## config.mk

```make
export PLATFORM = sky130hd
export DESIGN_NAME = uart_rx_flat
export DESIGN_NICKNAME = d
export VERILOG_FILES = /design/src/rtl/uart_rx_if.sv /design/src/rtl/uart_rx.sv /design/src/flat_wrapper.sv
export SDC_FILE = /design/constraint.sdc
export NUM_CORES = 1
export LEC_CHECK = 0
export ABC_AREA = 1
export BUFFER_PORTS_ARGS = -buffer_cell sky130_fd_sc_hd__buf_2
export CAP_MARGIN = 20
export CORE_ASPECT_RATIO = 0.7
export CORE_MARGIN = 10
export CORE_UTILIZATION = 40
export CTS_BUF_LIST = sky130_fd_sc_hd__clkbuf_4 sky130_fd_sc_hd__clkbuf_8 sky130_fd_sc_hd__clkbuf_16
export DETAILED_ROUTE_END_ITERATION = 8
export SLEW_MARGIN = 20
export SYNTH_ARGS = -nofsm -noshare
export SYNTH_HDL_FRONTEND = slang
export SYNTH_SLANG_ARGS = --single-unit
export TNS_END_PERCENT = 30
```

## constraint.sdc

```tcl
create_clock -name clk -period 4.6 [get_ports clk]
set_input_delay 0.23 -clock clk [delete_from_list [all_inputs] [get_ports clk]]
set_output_delay 0.23 -clock clk [all_outputs]
set_load 0.1 [all_outputs]
```

## src/rtl/uart_rx_if.sv

```systemverilog
// Register-port bundle for the UART receiver: Wishbone-style strobe/acknowledge
// bus between a host (master) and the receiver (slave).
interface uart_rx_if;
  logic [1:0] wb_addr;
  logic [7:0] wb_data_in;
  logic [7:0] wb_data_out;
  logic       wb_we;
  logic       wb_stb;
  logic       wb_ack;

  modport master (
    output wb_addr, wb_data_in, wb_we, wb_stb,
    input  wb_data_out, wb_ack
  );

  modport slave (
    input  wb_addr, wb_data_in, wb_we, wb_stb,
    output wb_data_out, wb_ack
  );
endinterface

```

## src/rtl/uart_rx.sv

```systemverilog
// 8N1 UART receiver with a 4-entry receive FIFO, framing/overrun flags and a
// small register port (DATA at 0, STATUS at 1).
module uart_rx #(
  parameter int CLK_FREQ     = 12000000,
  parameter int BAUD         = 115200,
  parameter int CLKS_PER_BIT = CLK_FREQ / BAUD
) (
  input  logic       clk,
  input  logic       reset_n,
  input  logic       rx_bit,
  uart_rx_if.slave   bus,
  output logic       rx_irq,
  output logic [1:0] dbg_state
);

  typedef enum logic [1:0] {S_IDLE, S_START, S_DATA, S_STOP} state_e;

  localparam int CNT_W = $clog2(CLKS_PER_BIT);
  localparam logic [CNT_W-1:0] HALF_M1 = CNT_W'(CLKS_PER_BIT / 2 - 1);
  localparam logic [CNT_W-1:0] FULL_M1 = CNT_W'(CLKS_PER_BIT - 1);
  localparam logic [CNT_W-1:0] CNT_ONE = CNT_W'(1);

  logic             sync1_q, sync1_d, sync2_q, sync2_d, prev_q, prev_d;
  state_e           state_q, state_d;
  logic [CNT_W-1:0] cnt_q, cnt_d;
  logic [2:0]       bit_idx_q, bit_idx_d;
  logic [7:0]       shift_q, shift_d;
  logic             push_q, push_d;
  logic [7:0]       push_data_q, push_data_d;
  logic [7:0]       mem_q [4];
  logic [7:0]       mem_d [4];
  logic [1:0]       wr_ptr_q, wr_ptr_d, rd_ptr_q, rd_ptr_d;
  logic [2:0]       count_q, count_d;
  logic             overrun_q, overrun_d, frame_err_q, frame_err_d;
  logic             ack_q, ack_d;
  logic [7:0]       data_out_q, data_out_d;
  logic             irq_q, irq_d;

  logic       fall, frame_set, access, pop, clr_ovr, clr_fe, full, do_push, ovr_set;
  logic [7:0] status;
  logic       unused_data_bits;

  assign unused_data_bits = ^{bus.wb_data_in[7:4], bus.wb_data_in[1:0]};

  assign fall   = prev_q & ~sync2_q;
  assign full   = (count_q == 3'd4);
  assign status = {1'b0, count_q, frame_err_q, overrun_q, full, (count_q != 3'd0)};

  always_comb begin
    sync1_d     = rx_bit;
    sync2_d     = sync1_q;
    prev_d      = sync2_q;
    state_d     = state_q;
    cnt_d       = cnt_q;
    bit_idx_d   = bit_idx_q;
    shift_d     = shift_q;
    push_d      = 1'b0;
    push_data_d = push_data_q;
    frame_set   = 1'b0;

    // Each state counts down to zero, then samples the synchronised line once.
    case (state_q)
      S_IDLE: begin
        if (fall) begin
          state_d = S_START;
          cnt_d   = HALF_M1;
        end
      end
      S_START: begin
        if (cnt_q == '0) begin
          if (!sync2_q) begin
            state_d   = S_DATA;
            cnt_d     = FULL_M1;
            bit_idx_d = 3'd0;
          end else begin
            state_d = S_IDLE;
          end
        end else begin
          cnt_d = cnt_q - CNT_ONE;
        end
      end
      S_DATA: begin
        if (cnt_q == '0) begin
          shift_d   = {sync2_q, shift_q[7:1]};
          cnt_d     = FULL_M1;
          bit_idx_d = bit_idx_q + 3'd1;
          if (bit_idx_q == 3'd7) state_d = S_STOP;
        end else begin
          cnt_d = cnt_q - CNT_ONE;
        end
      end
      S_STOP: begin
        if (cnt_q == '0) begin
          state_d = S_IDLE;
          if (sync2_q) begin
            push_d      = 1'b1;
            push_data_d = shift_q;
          end else begin
            frame_set = 1'b1;
          end
        end else begin
          cnt_d = cnt_q - CNT_ONE;
        end
      end
      default: state_d = S_IDLE;
    endcase
  end

  // Bus handshake: an access executes on any cycle with wb_stb=1 and wb_ack=0;
  // wb_ack is then high for exactly the next cycle, with read data held
  // in wb_data_out until the next read.
  always_comb begin
    access     = bus.wb_stb & ~ack_q;
    ack_d      = access;
    data_out_d = data_out_q;
    pop        = 1'b0;
    clr_ovr    = 1'b0;
    clr_fe     = 1'b0;
    if (access) begin
      if (!bus.wb_we) begin
        case (bus.wb_addr)
          2'd0: begin
            if (count_q != 3'd0) begin
              data_out_d = mem_q[rd_ptr_q];
              pop        = 1'b1;
            end else begin
              data_out_d = 8'h00;
            end
          end
          2'd1:    data_out_d = status;
          default: data_out_d = 8'h00;
        endcase
      end else if (bus.wb_addr == 2'd1) begin
        clr_ovr = bus.wb_data_in[2];
        clr_fe  = bus.wb_data_in[3];
      end
    end
  end

  // A pop in the same cycle frees the slot, so a push into a full FIFO still lands.
  always_comb begin
    do_push  = push_q & (~full | pop);
    ovr_set  = push_q & full & ~pop;
    mem_d    = mem_q;
    wr_ptr_d = wr_ptr_q;
    rd_ptr_d = rd_ptr_q;
    count_d  = count_q;
    if (do_push) begin
      mem_d[wr_ptr_q] = push_data_q;
      wr_ptr_d        = wr_ptr_q + 2'd1;
    end
    if (pop) rd_ptr_d = rd_ptr_q + 2'd1;
    case ({do_push, pop})
      2'b10:   count_d = count_q + 3'd1;
      2'b01:   count_d = count_q - 3'd1;
      default: count_d = count_q;
    endcase
    overrun_d   = overrun_q;
    frame_err_d = frame_err_q;
    if (clr_ovr)   overrun_d   = 1'b0;
    if (ovr_set)   overrun_d   = 1'b1;
    if (clr_fe)    frame_err_d = 1'b0;
    if (frame_set) frame_err_d = 1'b1;
    irq_d = (count_q != 3'd0);
  end

  always_ff @(posedge clk) begin
    if (!reset_n) begin
      sync1_q     <= 1'b1;
      sync2_q     <= 1'b1;
      prev_q      <= 1'b1;
      state_q     <= S_IDLE;
      cnt_q       <= '0;
      bit_idx_q   <= 3'd0;
      shift_q     <= 8'h00;
      push_q      <= 1'b0;
      push_data_q <= 8'h00;
      wr_ptr_q    <= 2'd0;
      rd_ptr_q    <= 2'd0;
      count_q     <= 3'd0;
      overrun_q   <= 1'b0;
      frame_err_q <= 1'b0;
      ack_q       <= 1'b0;
      data_out_q  <= 8'h00;
      irq_q       <= 1'b0;
    end else begin
      sync1_q     <= sync1_d;
      sync2_q     <= sync2_d;
      prev_q      <= prev_d;
      state_q     <= state_d;
      cnt_q       <= cnt_d;
      bit_idx_q   <= bit_idx_d;
      shift_q     <= shift_d;
      push_q      <= push_d;
      push_data_q <= push_data_d;
      wr_ptr_q    <= wr_ptr_d;
      rd_ptr_q    <= rd_ptr_d;
      count_q     <= count_d;
      overrun_q   <= overrun_d;
      frame_err_q <= frame_err_d;
      ack_q       <= ack_d;
      data_out_q  <= data_out_d;
      irq_q       <= irq_d;
    end
  end

  // Storage needs no reset: pointers and count define which entries are valid.
  always_ff @(posedge clk) begin
    mem_q <= mem_d;
  end

  assign bus.wb_ack      = ack_q;
  assign bus.wb_data_out = data_out_q;
  assign rx_irq          = irq_q;
  assign dbg_state       = state_q;

endmodule

```

## src/flat_wrapper.sv

```systemverilog
// flat-port wrapper written by rule: the top's interface ports become plain ports
module uart_rx_flat 
#(
  parameter int CLK_FREQ     = 12000000,
  parameter int BAUD         = 115200,
  parameter int CLKS_PER_BIT = CLK_FREQ / BAUD
)
  (clk, reset_n, rx_bit, rx_irq, dbg_state, bus_wb_addr, bus_wb_data_in, bus_wb_we, bus_wb_stb, bus_wb_data_out, bus_wb_ack);
  uart_rx_if bus_i ();
  input  logic clk;
  input  logic reset_n;
  input  logic rx_bit;
  output logic rx_irq;
  output logic [1:0] dbg_state;
  input wire logic [$bits(bus_i.wb_addr)-1:0] bus_wb_addr;
  input wire logic [$bits(bus_i.wb_data_in)-1:0] bus_wb_data_in;
  input wire logic [$bits(bus_i.wb_we)-1:0] bus_wb_we;
  input wire logic [$bits(bus_i.wb_stb)-1:0] bus_wb_stb;
  output wire logic [$bits(bus_i.wb_data_out)-1:0] bus_wb_data_out;
  output wire logic [$bits(bus_i.wb_ack)-1:0] bus_wb_ack;
  assign bus_i.wb_addr = bus_wb_addr;
  assign bus_i.wb_data_in = bus_wb_data_in;
  assign bus_i.wb_we = bus_wb_we;
  assign bus_i.wb_stb = bus_wb_stb;
  assign bus_wb_data_out = bus_i.wb_data_out;
  assign bus_wb_ack = bus_i.wb_ack;
  uart_rx #(.CLK_FREQ(CLK_FREQ), .BAUD(BAUD), .CLKS_PER_BIT(CLKS_PER_BIT)) u_core (.clk(clk), .reset_n(reset_n), .rx_bit(rx_bit), .bus(bus_i), .rx_irq(rx_irq), .dbg_state(dbg_state));
endmodule
```

==> impl_metrics.yaml <==
run_status:
  status: "completed"
pwr:
  p_leak_nw: 1.662
  ir_drop_mv: 0.3285
  powerDensity_nw_per_um2: 461.3
place:
  io_buffers: 20
  dpl.hpwl_um: 5315
  dpl_worst_slack_ns: 2.328
  place_inst: 553
  routabilityCongestion: 0.8238
clocking:
  numCtsBuffers: 9
  post_cts_buffers: 0
  clock_latency_ns: 0.34
  cts_tree: "yes"
  cts_hold_buf: 0
  cts.htree.levels: 3
  clock_path_buffers: 2
  cts_resized: 0
  cts_sinks: 83
  path_clk_slew_ns: 0.06
  cts-root-buf: "clkbuf_16"
cells_and_area:
  final_cell_count_no_fill: 569
  area_delta_synth_final_pct: 13.20
  seq_area_um2: 1982
  diodes: 0
  num-fill-cells: 903
  drive_gt1_frac: 0.1281
  fin_nets: 468
  final_core_util: 0.4597
  multi_input_area_um2: 1471
drt:
  finalWirelength_um: 7579
  vias: 2725
  drt_iter0_drc: 165
  first_pass_iters: 4
  wl_per_cell_um: 13.32
  drtAntennaViolNets: 0
  viasPerCell: 4.789
  drc: 0
floorplan:
  pin_count: 27
  num_rows: 29
  die_h_um: 99.81
  die_x_um: 134.0
  coreArea_um2: 8962
  die_area_um2: 13380
  start_util: 0.4061
global_routing:
  grt_overflow: 0
  grt_pass1_wl_um: 12830
  grt_pass1_vias: 2644
  antenna_found_initial: 0
  grt_max_degree: 31
  grtUsageTotal: 0.1178
sta:
  max-slew-margin-rel: 0.3299
  min_period_ns: 2.267
  tns_ns: 0
  grt_setup_unrepaired: "false"
  finalSetupViolCount: 0
  skew_ns: 0.005553
  setup_ws_ns: 2.333
  worst_pin_slew_ns: 1.004
  fin_hold_ws_ns: 0.07952
  hold_viol: 0
  finalCritPeriodShare: 0.4929
  max_freq_mhz: 441.0
  final_max_slew_viol_count: 0
synth:
  synth-edff-count: 32
  synth_common_cells: "nand2_1 (90), nor2_1 (52), dfxtp_1 (51)"
  synth.largest_area_cell: "dfxtp_1"
  synth_ff_type: "dfxtp_1"
  syn_area_per_cell_um2: 8.687
  synth_cell_types: 32
  seq_area_frac_synth: 0.5445
  synth_warnings: 0
  synthCells: 419
  async_reset_ff_frac: 0
  synth_area_um2: 3640
  yosysMostFrequentCell: "nand2_1"
  synth_top_area_share: 0.2805
  ys_ff_latch: 83
  ys_top_cells_by_area: "dfxtp_1 (28%), edfxtp_1 (26%), nand2_1 (9.3%)"
  synth_nets: 447
job:
  cap_violations: 0
setup_path:
  arrival_ns: 2.49
  crit_chain: "inv_1 > nand2_1 > nor2_4 > nand4_2 > inv_1 > ha_1 > inv_1 > fa_1 > a21oi_1 > o21ai_0 > o21ai_0 > a21oi_1"
  critical_path.max_stage_delay_ns: 0.38
  crit_type: "register to register"
  slowest_stage: "fa_1"
  crit_start: "u_core.bus.wb_ack"
  worstSetupEndpointType: "register"
  cp.required_ns: 4.82
  cp_common_cell: "inv_1"
  reg2reg_from: "u_core.bus.wb_ack"
  cp_num_buf_inv: 3
  worst_setup_path_start_kind: "register"
  crit_family: "simple AND/OR/NAND/NOR gates"
  crit_fanout: 9
worst_hold_path:
  hp-class: "primary input to register"
  hp-start: "rx_bit"
==> power by group <==
| group | switching (mW) | internal (mW) | total [mW] |
|---|---|---|---|
| Clock | 0.277 | 0.375 | 0.653 |
| Combinational | 0.287 | 0.132 | 0.419 |
| Sequential | 0.0337 | 0.796 | 0.830 |
==> area by class of cell <==
cell class	count	share of cell area
Timing Repair Buffer	20	0.02429
Clock buffer	11	0.05831
Tap cell	124	0.03766
Inverter	37	0.03401
Multi-Input combinational cell	289	0.3571
Sequential cell	83	0.4810
Clock inverter	5	0.007592
==> kinds of logic after synthesis <==
family | Yosys count | synth area share
AOI/OAI and AO/OA | 67 | 0.09557
adders and majority gates | 13 | 0.04675
DFF | 83 | 0.5445
buffers and inverters | 47 | 0.05122
xor gates and xnor gates | 2 | 0.004814
and+or+nand+nor | 207 | 0.2571
==> metrics by stage <==
stage / instance area (um2) / total power [mW]
after global routing: 4120 / 2.002
after floorplan: 3640 / 1.183
final: 4120 / 1.901
after global placement: 3849 / 1.254
after detailed placement: 3849 / 1.262
after CTS: 4120 / 1.921
==> routing by layer <==
metal / vias to the layer above / routed length, um / global-route usage
li1: 1427 / - / -
met1: 1224 / 3862 / 0.1528
met2: 55 / 3167 / 0.1744
met3: 19 / 382 / 0.03792
met4: 0 / 166 / 0.05671
met5: - / 0 / 0
==> registers in the layout, indices dropped and copies added, names as in the netlist, named ones only <==
signal,cells
u_core.mem_q,32
u_core.bus.wb_data_out,8
u_core.push_data_q,8
u_core.shift_q,8
u_core.cnt_q,7
u_core.bit_idx_q,3
u_core.count_q,3
u_core.rd_ptr_q,2
u_core.wr_ptr_q,2
u_core.bus.wb_ack,1
u_core.dbg_state,1
u_core.frame_err_q,1
u_core.overrun_q,1
u_core.prev_d,1
u_core.prev_q,1
u_core.push_q,1
u_core.rx_irq,1
u_core.sync1_q,1
==> final timing paths <==
check,slack [ns],to,cells past startpoint
setup / recovery,2.33,u_core.count_q[2],12
hold / removal,0.08,u_core.sync1_q,2
setup reg to reg,2.33,u_core.count_q[2],12
hold reg to reg,0.41,u_core.prev_d,1
==> layout by cell type (no fill, tap or decap), drive strengths merged, types with 11 or more instances in the layout <==
cell type,instances
nor2,60
buf,20
dfxtp,51
clkbuf,11
o21ai,31
inv,35
a21oi,32
ha,12
nand2,93
edfxtp,32
nand3,41
No activity file was read; power rests on OpenSTA's default activity.
